## src/rtl/issue_queue_decoder_pkg.sv

```systemverilog
// Shared opcode constants, default sizes and immediate generation for the
// issue-queue decoder slice.
package issue_queue_decoder_pkg;

  localparam int XLEN_DEF           = 32;
  localparam int IQ_DEPTH_DEF       = 4;
  localparam int ROB_SIZE_WIDTH_DEF = 4;

  typedef enum logic [6:0] {
    OPC_LUI    = 7'b0110111,
    OPC_AUIPC  = 7'b0010111,
    OPC_JAL    = 7'b1101111,
    OPC_JALR   = 7'b1100111,
    OPC_BRANCH = 7'b1100011,
    OPC_LOAD   = 7'b0000011,
    OPC_STORE  = 7'b0100011,
    OPC_OPIMM  = 7'b0010011,
    OPC_OP     = 7'b0110011
  } opcode_e;

  // 32-bit sign-extended immediate selected by instruction format
  function automatic logic [31:0] imm_gen(input logic [31:0] ins);
    logic [31:0] imm;
    case (ins[6:0])
      OPC_LUI, OPC_AUIPC:            imm = {ins[31:12], 12'b0};
      OPC_JAL:                       imm = {{12{ins[31]}}, ins[19:12], ins[20], ins[30:21], 1'b0};
      OPC_JALR, OPC_LOAD, OPC_OPIMM: imm = {{20{ins[31]}}, ins[31:20]};
      OPC_BRANCH:                    imm = {{20{ins[31]}}, ins[7], ins[30:25], ins[11:8], 1'b0};
      OPC_STORE:                     imm = {{20{ins[31]}}, ins[31:25], ins[11:7]};
      default:                       imm = 32'b0;
    endcase
    return imm;
  endfunction

endpackage

```

## src/rtl/issue_queue_decoder_iq_fifo.sv

```systemverilog
// Synchronous FIFO with flush, global enable and full/empty status.
// Read data is the combinational head entry.
module iq_fifo #(
  parameter int WIDTH = 8,
  parameter int DEPTH = 4
) (
  input  logic             clk,
  input  logic             rst,
  input  logic             en,
  input  logic             flush,
  input  logic             push,
  input  logic             pop,
  input  logic [WIDTH-1:0] din,
  output logic [WIDTH-1:0] dout,
  output logic             full,
  output logic             empty
);

  localparam int AW = $clog2(DEPTH);
  localparam int CW = AW + 1;

  logic [WIDTH-1:0] mem_q [DEPTH];
  logic [AW-1:0]    wr_ptr_q, wr_ptr_d;
  logic [AW-1:0]    rd_ptr_q, rd_ptr_d;
  logic [CW-1:0]    count_q, count_d;
  logic             do_push, do_pop;

  assign full    = (count_q == CW'(DEPTH));
  assign empty   = (count_q == '0);
  assign do_push = en && !flush && push && !full;
  assign do_pop  = en && !flush && pop && !empty;
  assign dout    = mem_q[rd_ptr_q];

  // Pointer and occupancy update; pointers wrap naturally since DEPTH is a power of two
  always_comb begin
    wr_ptr_d = wr_ptr_q;
    rd_ptr_d = rd_ptr_q;
    count_d  = count_q;
    if (en && flush) begin
      wr_ptr_d = '0;
      rd_ptr_d = '0;
      count_d  = '0;
    end else begin
      if (do_push) wr_ptr_d = wr_ptr_q + 1'b1;
      if (do_pop)  rd_ptr_d = rd_ptr_q + 1'b1;
      count_d = count_q + CW'(do_push) - CW'(do_pop);
    end
  end

  // Control state register
  always_ff @(posedge clk) begin
    if (rst) begin
      wr_ptr_q <= '0;
      rd_ptr_q <= '0;
      count_q  <= '0;
    end else begin
      wr_ptr_q <= wr_ptr_d;
      rd_ptr_q <= rd_ptr_d;
      count_q  <= count_d;
    end
  end

  // Entry storage; contents need no reset because count gates visibility
  always_ff @(posedge clk) begin
    if (!rst && do_push) mem_q[wr_ptr_q] <= din;
  end

endmodule

```

## src/rtl/issue_queue_decoder.sv

```systemverilog
// Instruction queue with static branch prediction at enqueue and
// single-issue decode of the queue head toward RoB plus RS or LSB.
module issue_queue_decoder
  import issue_queue_decoder_pkg::*;
#(
  parameter int XLEN           = XLEN_DEF,
  parameter int IQ_DEPTH       = IQ_DEPTH_DEF,
  parameter int ROB_SIZE_WIDTH = ROB_SIZE_WIDTH_DEF
) (
  input  logic                      clk,
  input  logic                      rst,
  input  logic                      rdy,
  input  logic                      flush,
  input  logic                      fetch_valid,
  input  logic [31:0]               fetch_instr,
  input  logic [XLEN-1:0]           fetch_pc,
  output logic                      fetch_ready,
  output logic                      redirect_valid,
  output logic [XLEN-1:0]           redirect_pc,
  input  logic                      rob_full,
  input  logic                      rs_full,
  input  logic                      lsb_full,
  input  logic [ROB_SIZE_WIDTH-1:0] rob_tail_id,
  output logic [4:0]                reg_id1,
  output logic [4:0]                reg_id2,
  input  logic [XLEN-1:0]           reg_val1,
  input  logic [XLEN-1:0]           reg_val2,
  input  logic                      reg_dep1,
  input  logic                      reg_dep2,
  input  logic [ROB_SIZE_WIDTH-1:0] reg_q1,
  input  logic [ROB_SIZE_WIDTH-1:0] reg_q2,
  output logic                      issue_valid,
  output logic                      to_rs,
  output logic                      to_lsb,
  output logic [31:0]               iss_instr,
  output logic [XLEN-1:0]           iss_pc,
  output logic [6:0]                iss_opcode,
  output logic [2:0]                iss_funct3,
  output logic [XLEN-1:0]           iss_imm,
  output logic [4:0]                iss_rd,
  output logic                      iss_has_rd,
  output logic [XLEN-1:0]           iss_v1,
  output logic [XLEN-1:0]           iss_v2,
  output logic                      iss_dep1,
  output logic                      iss_dep2,
  output logic [ROB_SIZE_WIDTH-1:0] iss_q1,
  output logic [ROB_SIZE_WIDTH-1:0] iss_q2,
  output logic [ROB_SIZE_WIDTH-1:0] iss_rob_id,
  output logic                      iss_pred_taken,
  output logic [XLEN-1:0]           iss_pred_pc
);

  typedef struct packed {
    logic [31:0]     instr;
    logic [XLEN-1:0] pc;
    logic [XLEN-1:0] imm;
    logic            pred_taken;
    logic [XLEN-1:0] pred_pc;
  } entry_t;

  typedef struct packed {
    logic                      to_rs;
    logic                      to_lsb;
    logic [31:0]               instr;
    logic [XLEN-1:0]           pc;
    logic [XLEN-1:0]           imm;
    logic                      has_rd;
    logic [XLEN-1:0]           v1;
    logic [XLEN-1:0]           v2;
    logic                      dep1;
    logic                      dep2;
    logic [ROB_SIZE_WIDTH-1:0] q1;
    logic [ROB_SIZE_WIDTH-1:0] q2;
    logic [ROB_SIZE_WIDTH-1:0] rob_id;
    logic                      pred_taken;
    logic [XLEN-1:0]           pred_pc;
  } iss_t;

  // Fetch side: immediate, prediction and enqueue qualification
  logic [6:0]             f_op;
  logic signed [XLEN-1:0] f_imm;
  logic [XLEN-1:0]        f_target;
  logic                   f_taken;
  logic                   enq;
  logic                   fifo_full, fifo_empty;
  entry_t                 f_entry, head;

  logic            redirect_valid_q, redirect_valid_d;
  logic [XLEN-1:0] redirect_pc_q, redirect_pc_d;
  logic            issue_valid_q, issue_valid_d;
  iss_t            iss_q, iss_d;

  assign f_op        = fetch_instr[6:0];
  assign f_imm       = XLEN'(signed'(imm_gen(fetch_instr)));
  assign f_target    = fetch_pc + f_imm;
  assign f_taken     = (f_op == OPC_JAL) || ((f_op == OPC_BRANCH) && f_imm[XLEN-1]);
  assign fetch_ready = !fifo_full;
  assign enq         = fetch_valid && fetch_ready && !redirect_valid_q;

  assign f_entry.instr      = fetch_instr;
  assign f_entry.pc         = fetch_pc;
  assign f_entry.imm        = f_imm;
  assign f_entry.pred_taken = f_taken;
  assign f_entry.pred_pc    = f_taken ? f_target : fetch_pc + XLEN'(4);

  // Head decode: destination, operand usage and issue readiness
  logic [6:0] h_op;
  logic [4:0] h_rs1, h_rs2, h_rd;
  logic       h_lsb, h_rs, h_use1, h_use2, h_has_rd, h_dest_ok, issue_go;

  assign h_op     = head.instr[6:0];
  assign h_rs1    = head.instr[19:15];
  assign h_rs2    = head.instr[24:20];
  assign h_rd     = head.instr[11:7];
  assign h_lsb    = (h_op == OPC_LOAD) || (h_op == OPC_STORE);
  assign h_rs     = (h_op == OPC_LUI) || (h_op == OPC_AUIPC) || (h_op == OPC_JAL) ||
                    (h_op == OPC_JALR) || (h_op == OPC_BRANCH) || (h_op == OPC_OP) ||
                    (h_op == OPC_OPIMM);
  assign h_use1   = !((h_op == OPC_LUI) || (h_op == OPC_AUIPC) || (h_op == OPC_JAL));
  assign h_use2   = (h_op == OPC_OP) || (h_op == OPC_STORE) || (h_op == OPC_BRANCH);
  assign h_has_rd = (h_rd != 5'd0) && (h_op != OPC_BRANCH) && (h_op != OPC_STORE);
  assign h_dest_ok = h_lsb ? !lsb_full : (h_rs ? !rs_full : 1'b1);
  assign issue_go = rdy && !flush && !fifo_empty && !rob_full && h_dest_ok;

  assign reg_id1 = h_rs1;
  assign reg_id2 = h_rs2;

  iq_fifo #(
    .WIDTH ($bits(entry_t)),
    .DEPTH (IQ_DEPTH)
  ) u_fifo (
    .clk   (clk),
    .rst   (rst),
    .en    (rdy),
    .flush (flush),
    .push  (enq),
    .pop   (issue_go),
    .din   (f_entry),
    .dout  (head),
    .full  (fifo_full),
    .empty (fifo_empty)
  );

  // Operand resolution: unused/x0 zeroed, last-issue bypass beats the regfile
  logic [XLEN-1:0]           op_v1, op_v2;
  logic                      op_d1, op_d2;
  logic [ROB_SIZE_WIDTH-1:0] op_q1, op_q2;
  logic                      byp1, byp2;

  assign byp1 = issue_valid_q && iss_q.has_rd && (iss_q.instr[11:7] == h_rs1);
  assign byp2 = issue_valid_q && iss_q.has_rd && (iss_q.instr[11:7] == h_rs2);

  // Per-operand value/dependency selection
  always_comb begin
    op_v1 = '0; op_d1 = 1'b0; op_q1 = '0;
    op_v2 = '0; op_d2 = 1'b0; op_q2 = '0;
    if (h_use1 && (h_rs1 != 5'd0)) begin
      if (byp1) begin
        op_d1 = 1'b1; op_q1 = iss_q.rob_id;
      end else begin
        op_v1 = reg_val1; op_d1 = reg_dep1; op_q1 = reg_q1;
      end
    end
    if (h_use2 && (h_rs2 != 5'd0)) begin
      if (byp2) begin
        op_d2 = 1'b1; op_q2 = iss_q.rob_id;
      end else begin
        op_v2 = reg_val2; op_d2 = reg_dep2; op_q2 = reg_q2;
      end
    end
  end

  // Next-state for redirect and issue registers; rdy low holds everything
  always_comb begin
    redirect_valid_d = redirect_valid_q;
    redirect_pc_d    = redirect_pc_q;
    issue_valid_d    = issue_valid_q;
    iss_d            = iss_q;
    if (rdy) begin
      if (flush) begin
        redirect_valid_d = 1'b0;
        issue_valid_d    = 1'b0;
      end else begin
        redirect_valid_d = enq && f_taken;
        if (enq && f_taken) redirect_pc_d = f_target;
        issue_valid_d = issue_go;
        if (issue_go) begin
          iss_d.to_rs      = h_rs;
          iss_d.to_lsb     = h_lsb;
          iss_d.instr      = head.instr;
          iss_d.pc         = head.pc;
          iss_d.imm        = head.imm;
          iss_d.has_rd     = h_has_rd;
          iss_d.v1         = op_v1;
          iss_d.v2         = op_v2;
          iss_d.dep1       = op_d1;
          iss_d.dep2       = op_d2;
          iss_d.q1         = op_q1;
          iss_d.q2         = op_q2;
          iss_d.rob_id     = rob_tail_id;
          iss_d.pred_taken = head.pred_taken;
          iss_d.pred_pc    = head.pred_pc;
        end
      end
    end
  end

  // Output register stage
  always_ff @(posedge clk) begin
    if (rst) begin
      redirect_valid_q <= 1'b0;
      redirect_pc_q    <= '0;
      issue_valid_q    <= 1'b0;
      iss_q            <= '0;
    end else begin
      redirect_valid_q <= redirect_valid_d;
      redirect_pc_q    <= redirect_pc_d;
      issue_valid_q    <= issue_valid_d;
      iss_q            <= iss_d;
    end
  end

  assign redirect_valid = redirect_valid_q;
  assign redirect_pc    = redirect_pc_q;
  assign issue_valid    = issue_valid_q;
  assign to_rs          = iss_q.to_rs;
  assign to_lsb         = iss_q.to_lsb;
  assign iss_instr      = iss_q.instr;
  assign iss_pc         = iss_q.pc;
  assign iss_opcode     = iss_q.instr[6:0];
  assign iss_funct3     = iss_q.instr[14:12];
  assign iss_imm        = iss_q.imm;
  assign iss_rd         = iss_q.instr[11:7];
  assign iss_has_rd     = iss_q.has_rd;
  assign iss_v1         = iss_q.v1;
  assign iss_v2         = iss_q.v2;
  assign iss_dep1       = iss_q.dep1;
  assign iss_dep2       = iss_q.dep2;
  assign iss_q1         = iss_q.q1;
  assign iss_q2         = iss_q.q2;
  assign iss_rob_id     = iss_q.rob_id;
  assign iss_pred_taken = iss_q.pred_taken;
  assign iss_pred_pc    = iss_q.pred_pc;

endmodule

```

## config.mk

```make
export PLATFORM = sky130hd
export DESIGN_NAME = issue_queue_decoder
export DESIGN_NICKNAME = d
export VERILOG_FILES = /design/src/rtl/issue_queue_decoder_pkg.sv /design/src/rtl/issue_queue_decoder_iq_fifo.sv /design/src/rtl/issue_queue_decoder.sv
export SDC_FILE = /design/constraint.sdc
export NUM_CORES = 1
export LEC_CHECK = 0
export BUFFER_PORTS_ARGS = -buffer_cell sky130_fd_sc_hd__buf_2
export CAP_MARGIN = 20
export CORE_UTILIZATION = 46
export DETAILED_ROUTE_END_ITERATION = 10
export PLACE_DENSITY = 0.65
export SYNTH_ARGS = -nofsm -noshare
export SYNTH_HDL_FRONTEND = slang
export SYNTH_SLANG_ARGS = --single-unit
```

## constraint.sdc

```tcl
create_clock -name clk -period 15.3 [get_ports clk]
set_input_delay 3.06 -clock clk [delete_from_list [all_inputs] [get_ports clk]]
set_output_delay 3.06 -clock clk [all_outputs]
set_load 0.02 [all_outputs]
```

==> qor.csv, run 1 <==
stage,metric,value,unit
run_status,outcome,completed,
worst_setup_path,reg2reg path depth,9,
worst_setup_path,worst-path cell chain,buf_2 -> nand2_1 -> nor2_1 -> nor4bb_1 -> a22oi_1 -> inv_1 -> ha_1 -> a21o_1 -> and4_1 -> o211ai_1 -> a21oi_1 -> a211oi_1 -> o21ai_0 -> a311o_1 -> xor2_1,
power,Power Internal,3390,uW
power,Max rail drop VDD,0.0000816,V
routing,DRT Pass-1 Iters,5,
clocking,CTS tree,built,
yosys,Mapped Nets,2502,
clocking,CTS Sinks,769,
yosys,ys async rst share,0,%
timing,Worst slew margin,20.7,%
worst_setup_path,r2r endpoint,iss_pred_pc[8],
placement,buffers added on ports,419,
power,Switch Pwr,930,uW
worst_setup_path,Worst EP required,15.72,ns
timing,clk_skew,0.0173,ns
timing,Final Slew Violations,0,
global_route,global-route wire length before repair,127,mm
yosys,Post-synth EDFFs,516,
power,Final Power,4320,uW
routing,routed length per instance,23.3,um
floorplan,initial core utilization,46.5,%
yosys,yosys warns,0,
power,Clk pwr share,44.1,%
layout,final instance area,36400,um^2
routing,DRC violations left,0,
yosys,post-synthesis cell area,31300,um^2
layout,Final Util,54.1,%
routing,Vias/cell,5.63,
power,Flop pwr share,51.6,%
worst_setup_path,reg2reg setup slack,10.23,ns
hold_path,Hold Startpoint,iss_v2[27],
layout,layout cell share with drive strength beyond 1,26.9,%
timing,Final TNS setup,0,ns
worst_setup_path,"Slowest-stage cell, CP",a211oi_1,
yosys,Post-synth top flop,edfxtp_1,
yosys,"Avg Cell Area, Syn",13.5,um^2
layout,Area Overhead vs Synth,16.5,%
floorplan,Die ar.,69000,um^2
global_route,vias in the first global route,20100,
hold_path,Worst Hold Class,flop to flop,
timing,Final Hold Vio Count,0,
clocking,Max Root-Sink Buffers,3,
clocking,CTS resizes,0,
yosys,distinct cell type count after synthesis,76,
clocking,clock root buffer,clkbuf_16,
floorplan,core area,67300,um^2
worst_setup_path,crit path max fanout,5,
timing,crit path time final,7.39,ns
job,Max Cap Viol,0,
hold_path,hold path cells,2,
timing,Hold WS,0.446,ns
clocking,CTS H-Tree Depth,3,
floorplan,Ports,420,
routing,DRT iter0 DRCs,1629,
worst_setup_path,Worst Setup End Kind,flop,
power,combinational share of power,4.3,%
clocking,"Reg clk slew, reported paths",0.06,ns
placement,Final HPWL DP,56.8,mm
worst_setup_path,crit path kind,input port to flop,
clocking,Skew-Pair Late Insertion Delay,0.62,ns
timing,Worst Tran Pin Value,1.18,ns
timing,RSZ-0062 raised after global routing,no,
placement,Post-DP Area,33800,um^2
global_route,largest net degree at the start of global routing,160,
global_route,Total Routing Usage GR,24.4,%
floorplan,row cnt,95,
power,Sw Share,21.5,%
yosys,cell count after synthesis,2312,
worst_setup_path,Crit path arrival time,7.81,ns
hold_path,WHS Endpoint,iss_v2[27],
routing,post-route ant nets,0,
worst_setup_path,Critical Path Max Stage Delay,0.72,ns
routing,WL final,84.8,mm
layout,Final nets,2880,
clocking,setup bufs post-CTS,0,
global_route,remaining global-route overflow,0,
timing,Final setup viols,0,
power,power per cell area,119,nW/um^2
timing,Max Clk Rate,0.135,GHz
worst_setup_path,crit start category,input port,
floorplan,die extent in y,263,um
yosys,Yosys reg bits,769,
clocking,Hold Buf Count CTS,0,
routing,vias after detailed routing,20500,
floorplan,Die Wd,263,um
timing,Final period util,48.3,%
power,LEAKAGE,0.0131,uW
yosys,"Seq/Total Area, Yosys",65.7,%
clocking,Inserted Clock Buffers,80,
global_route,antenna violations before repair,8,
placement,Final GP Congestion,0.920,
-- metal layers --
layer / global-route usage [%] / vias up / routed length [um]
met5: 0 / - / 13
met1: 31.7 / 10300 / 34600
met2: 41.0 / 784 / 42100
met4: 7.31 / 2 / 2240
met3: 5.38 / 125 / 5730
li1: - / 9285 / -
-- critical path: cells and delay by family --
family	cells	cell delay (ns)
compound gates	7	2.58
xor+xnor	1	0.26
fa+ha+maj	1	0.25
buf+inv	2	0.31
simple gates	4	1.34
-- layout by cell type (no fill, tap or decap), types with 6 or more instances in the layout --
cell type  instances
o21bai_1           6
a31oi_1           11
a211oi_1           8
mux2i_1           15
clkinv_1           9
o22ai_1            8
edfxtp_1         516
nand3_2           26
a21oi_1          248
xnor2_1           40
and2_1            14
nand4_1           12
o21ai_0           52
clkinv_2           9
clkbuf_1          24
ha_1              38
nand2_1          446
xor2_1            29
buf_2            418
a21o_1            28
clkbuf_16         82
mux4_2           129
and4_1             7
and3_1             8
o211ai_1           8
nand3_1           60
dfxtp_1          251
clkbuf_8          11
nor3_1            15
buf_4             24
nand2b_1           6
nor2_1            70
inv_1             27
-- cells by family (layout without fill, tap and decap cells) --
group	after synthesis	count (layout)	synth area share [%]
XOR/XNOR	69	69	1.93
flip-flops	769	769	65.7
adder cells (fa/ha/maj)	40	40	1.65
multiplexers	144	144	9.77
AO/OA/AOI/OAI	412	412	7.57
other	0	3	0
AND/OR/NAND/NOR	699	699	10.1
buffers and inverters	179	622	3.27
-- per-stage QoR --
step                      worst slack [ns]  std cells
after floorplan                       8.07       2312
after global placement                7.62       3479
after detailed placement              7.48       3479
after CTS                             8.15       3626
after global routing                  7.84       3631
final                                 7.91       3631
-- cell usage after synthesis (all sizes together) (28+ instances only) --
| library cell | count | area share, % |
|---|---|---|
| xnor2 | 40 | 1.1 |
| nand3 | 86 | 1.8 |
| dfxtp | 253 | 16 |
| xor2 | 29 | 0.81 |
| buf | 84 | 2.1 |
| mux4 | 129 | 9.3 |
| a21oi | 253 | 4.1 |
| nor2 | 73 | 0.91 |
| nand2 | 446 | 5.4 |
| edfxtp | 516 | 50 |
| o21ai | 56 | 0.90 |
| clkbuf | 66 | 0.80 |
| ha | 38 | 1.5 |
| inv | 29 | 0.36 |
| a21o | 28 | 0.67 |
-- power groups by stage --
stage / combinational, uW / sequential (uW) / clock [uW]
after floorplan: 95.7 / 2280 / 0
after global placement: 181 / 2280 / 0
after detailed placement: 184 / 2280 / 0
after CTS: 185 / 2230 / 1940
after global routing: 199 / 2230 / 2020
final: 185 / 2230 / 1910
-- sequential cells by signal, summed over array words and instances, names as in the netlist, named ones only --
register and count:
iss_pc 32, u_fifo.rd_ptr_q 2, iss_v2 32, iss_has_rd 1, redirect_pc 32, iss_q2 4
iss_pred_pc 32, iss_imm 32, iss_q1 4, u_fifo.mem_q 516, iss_v1 32, to_rs 1
issue_valid 1, redirect_valid 1, iss_dep1 1, iss_pred_taken 1, u_fifo.count_q 3, u_fifo.wr_ptr_q 2
iss_instr 32, iss_rob_id 4, to_lsb 1, iss_dep2 1
-- how the worst max path moves through the flow --
stage                              start                   to  slack [ns]  cells past startpoint
after detailed placement  fetch_instr[0]  u_fifo.mem_q[2][31]        7.48                     15
after CTS                 fetch_instr[0]  u_fifo.mem_q[2][31]        8.15                     15
after global routing      fetch_instr[1]  u_fifo.mem_q[2][31]        7.84                     14
after floorplan              fetch_valid   u_fifo.mem_q[0][0]        8.07                      4
after global placement    fetch_instr[0]  u_fifo.mem_q[0][31]        7.62                     15
final                     fetch_instr[1]  u_fifo.mem_q[2][31]        7.91                     15
-- final cells by class --
class | count | area (um^2)
Multi-Input combinational cell | 1364 | 9720
Inverter | 29 | 116
Sequential cell | 769 | 20600
Tap cell | 873 | 1090
Clock inverter | 31 | 299
Fill cell | 5631 | 30900
Timing Repair Buffer | 446 | 2340
Clock buffer | 116 | 2280
Antenna cell | 3 | 7.51
Note: power is estimated with default switching activity, not from simulation.
==> inputs of run 2 (changes only) <==
--- a/config.mk
+++ b/config.mk
@@ -9,7 +9,7 @@
 export CAP_MARGIN = 20
 export CORE_UTILIZATION = 46
 export DETAILED_ROUTE_END_ITERATION = 10
-export PLACE_DENSITY = 0.65
+export PLACE_DENSITY = 0.68
 export SYNTH_ARGS = -nofsm -noshare
 export SYNTH_HDL_FRONTEND = slang
 export SYNTH_SLANG_ARGS = --single-unit
==> constraint.sdc (replaced) <==
create_clock -name clk -period 6.8 [get_ports clk]
set_input_delay 1.36 -clock clk [delete_from_list [all_inputs] [get_ports clk]]
set_output_delay 1.36 -clock clk [all_outputs]
set_load 0.02 [all_outputs]
==> run 2 against run 1 <==
  * Power is 130% higher
  * Core utilization is 0.34 points higher
  * Combinational power rose by 130%
  * Via count increased by 0.88%
  * Flip-flop and latch count did not move
  * Critical path type unchanged
  * Largest power group unchanged
==> qor.csv, run 2 (synthesized netlist as in run 1, its figures left out) <==
stage,metric,value,unit,change
power,Max rail drop VDD,0.000215,V,+160%
timing,Hold WS,0.446,ns,+0.000674 ns
clocking,clock root buffer,clkbuf_16,,
worst_setup_path,Worst Setup End Kind,flop,,
layout,most frequent cells in the layout,"edfxtp_1 (516), nand2_1 (446), buf_2 (418)",,
timing,Final Slew Violations,0,,unchanged
clocking,CTS Sinks,769,,unchanged
worst_setup_path,crit path kind,input port to flop,,
floorplan,initial core utilization,46.5,%,unchanged
timing,fin worst setup slack,1.36,ns,-6.54 ns
routing,routed length per instance,23.9,um,+2.2%
floorplan,row cnt,95,,unchanged
routing,WL final,86.7,mm,+2.2%
timing,Final Hold Vio Count,0,,unchanged
worst_setup_path,r2r endpoint,u_fifo.count_q[2],,
clocking,setup bufs post-CTS,0,,unchanged
clocking,CTS tree,built,,
placement,Final GP Congestion,0.922,,+0.17%
worst_setup_path,Crit path arrival time,5.79,ns,-2.02 ns
layout,max reg flops,516,,unchanged
worst_setup_path,Worst Setup SP,fetch_instr[0],,
floorplan,Ports,420,,unchanged
layout,Filler Cell Count,5524,,-1.9%
timing,clk_skew,0.0254,ns,+0.00815 ns
placement,Placed Cells,3473,,-0.17%
floorplan,die extent in y,263,um,unchanged
worst_setup_path,reg2reg path depth,14,,+5
routing,post-route ant nets,0,,unchanged
clocking,Skew-Pair Late Insertion Delay,0.62,ns,about the same
timing,RSZ-0062 raised after global routing,no,,
power,power per cell area,275,nW/um^2,+130%
clocking,Hold Buf Count CTS,0,,unchanged
clocking,CTS resizes,0,,unchanged
run_status,outcome,completed,,
global_route,antenna violations before repair,9,,+1
layout,count of non-filler cells in the finished layout,3632,,+0.028%
global_route,Total Routing Usage GR,24.7,%,+0.33 points
worst_setup_path,crit start category,input port,,
timing,crit path time final,5.44,ns,
layout,Largest Register,u_fifo.mem_q,,
routing,Vias/cell,5.68,,+0.85%
worst_setup_path,Worst EP required,7.15,ns,-8.57 ns
timing,Final TNS setup,0,ns,unchanged
clocking,"Reg clk slew, reported paths",0.06,ns,about the same
timing,Worst Tran Pin Value,1.10,ns,-0.0855 ns
floorplan,Die ar.,69000,um^2,unchanged
global_route,remaining global-route overflow,0,,unchanged
timing,Final setup viols,0,,unchanged
placement,Final HPWL DP,57.7,mm,+1.7%
routing,DRT Pass-1 Iters,7,,+2
placement,pre-CTS worst setup slack,0.828,ns,-6.65 ns
global_route,global-route wire length before repair,128,mm,+0.82%
clocking,Max Root-Sink Buffers,3,,unchanged
layout,layout cell share with drive strength beyond 1,27.0,%,+0.16 points
hold_path,Worst Hold Class,flop to flop,,
floorplan,Die Wd,263,um,unchanged
worst_setup_path,reg2reg setup slack,2.19,ns,-8.04 ns
worst_setup_path,Worst setup endpoint,u_fifo.mem_q[0][31],,
layout,"commonest non-fill, non-tap cell in the layout",edfxtp_1,,
clocking,Inserted Clock Buffers,83,,+3.8%
routing,DRC violations left,0,,unchanged
layout,Final nets,2875,,-0.17%
job,Max Cap Viol,0,,unchanged
routing,vias after detailed routing,20600,,+0.88%
routing,DRT iter0 DRCs,1710,,+5.0%
global_route,largest net degree at the start of global routing,206,,+29%
timing,Worst slew margin,26.8,%,+6.1 points
floorplan,core area,67300,um^2,unchanged
timing,Max Clk Rate,0.184,GHz,
global_route,vias in the first global route,20300,,+1.1%
placement,buffers added on ports,419,,unchanged
layout,Area Overhead vs Synth,17.2,%,
clocking,CTS H-Tree Depth,3,,unchanged
worst_setup_path,crit path max fanout,13,,+8
power,LEAKAGE,0.0131,uW,+0.55%
timing,Final period util,80.0,%,
## run 2: area by class of cell
cell class	instances	area (um^2)	area share (%)
sequential	769	20600	56.1
multi-input combinational	1364	9720	26.5
clock buffer	112	2350	6.42
timing repair buffer	438	2310	6.31
tap	873	1090	2.98
clock inverter	41	475	1.30
inverter	29	116	0.317
antenna	6	15.0	0.0410
## run 2: stage by stage
stage                     utilization (%)  total power (uW)  instance area, um^2
after floorplan                         -              5350                31300
after global placement               50.3              5530                33800
after detailed placement             50.3              5540                33800
after CTS                            54.5             10200                36600
after global routing                 54.5             10400                36600
final                                54.5             10100                36700
## run 2: how the worst min path moves through the flow
stage                        from         end  slack, ns  depth (start not counted)
2_1_floorplan  u_fifo.rd_ptr_q[1]        flop       0.48                          2
3_3_place_gp            iss_v2[8]   iss_v2[8]       0.43                          2
3_5_place_dp            iss_q2[0]   iss_q2[0]       0.44                          2
4_1_cts                iss_v2[13]  iss_v2[13]       0.45                          2
5_1_grt                 iss_q1[2]   iss_q1[2]       0.46                          2
6_report                iss_q1[2]   iss_q1[2]       0.45                          2
## run 2: where the power goes
group | leakage, uW | total (uW) | switching (uW) | internal [uW]
Sequential | 0.00664 | 5020 | 13.7 | 5010
Clock | 0.00137 | 4640 | 1830 | 2810
Combinational | 0.00511 | 420 | 289 | 131
Total | 0.0131 | 10100 | 2130 | 7950
## run 2: critical path: stages
cell	delay [ns]
buf_2	0.13
nand2_1	0.18
nor2_1	0.26
and3_1	0.55
o21bai_1	0.40
a21o_1	0.32
ha_1	0.30
nand4_1	0.21
nor3_1	0.52
nand4_1	0.16
a21oi_1	0.38
a211oi_1	0.23
o211a_1	0.26
a311o_1	0.33
xor2_1	0.18
## run 2: routing by layer
metal	routed length [um]	track usage, %	vias up
met5	27	0	-
met4	2600	8.62	4
met3	7430	6.32	156
met2	42800	41.7	877
met1	33800	30.9	10300
li1	-	-	9285
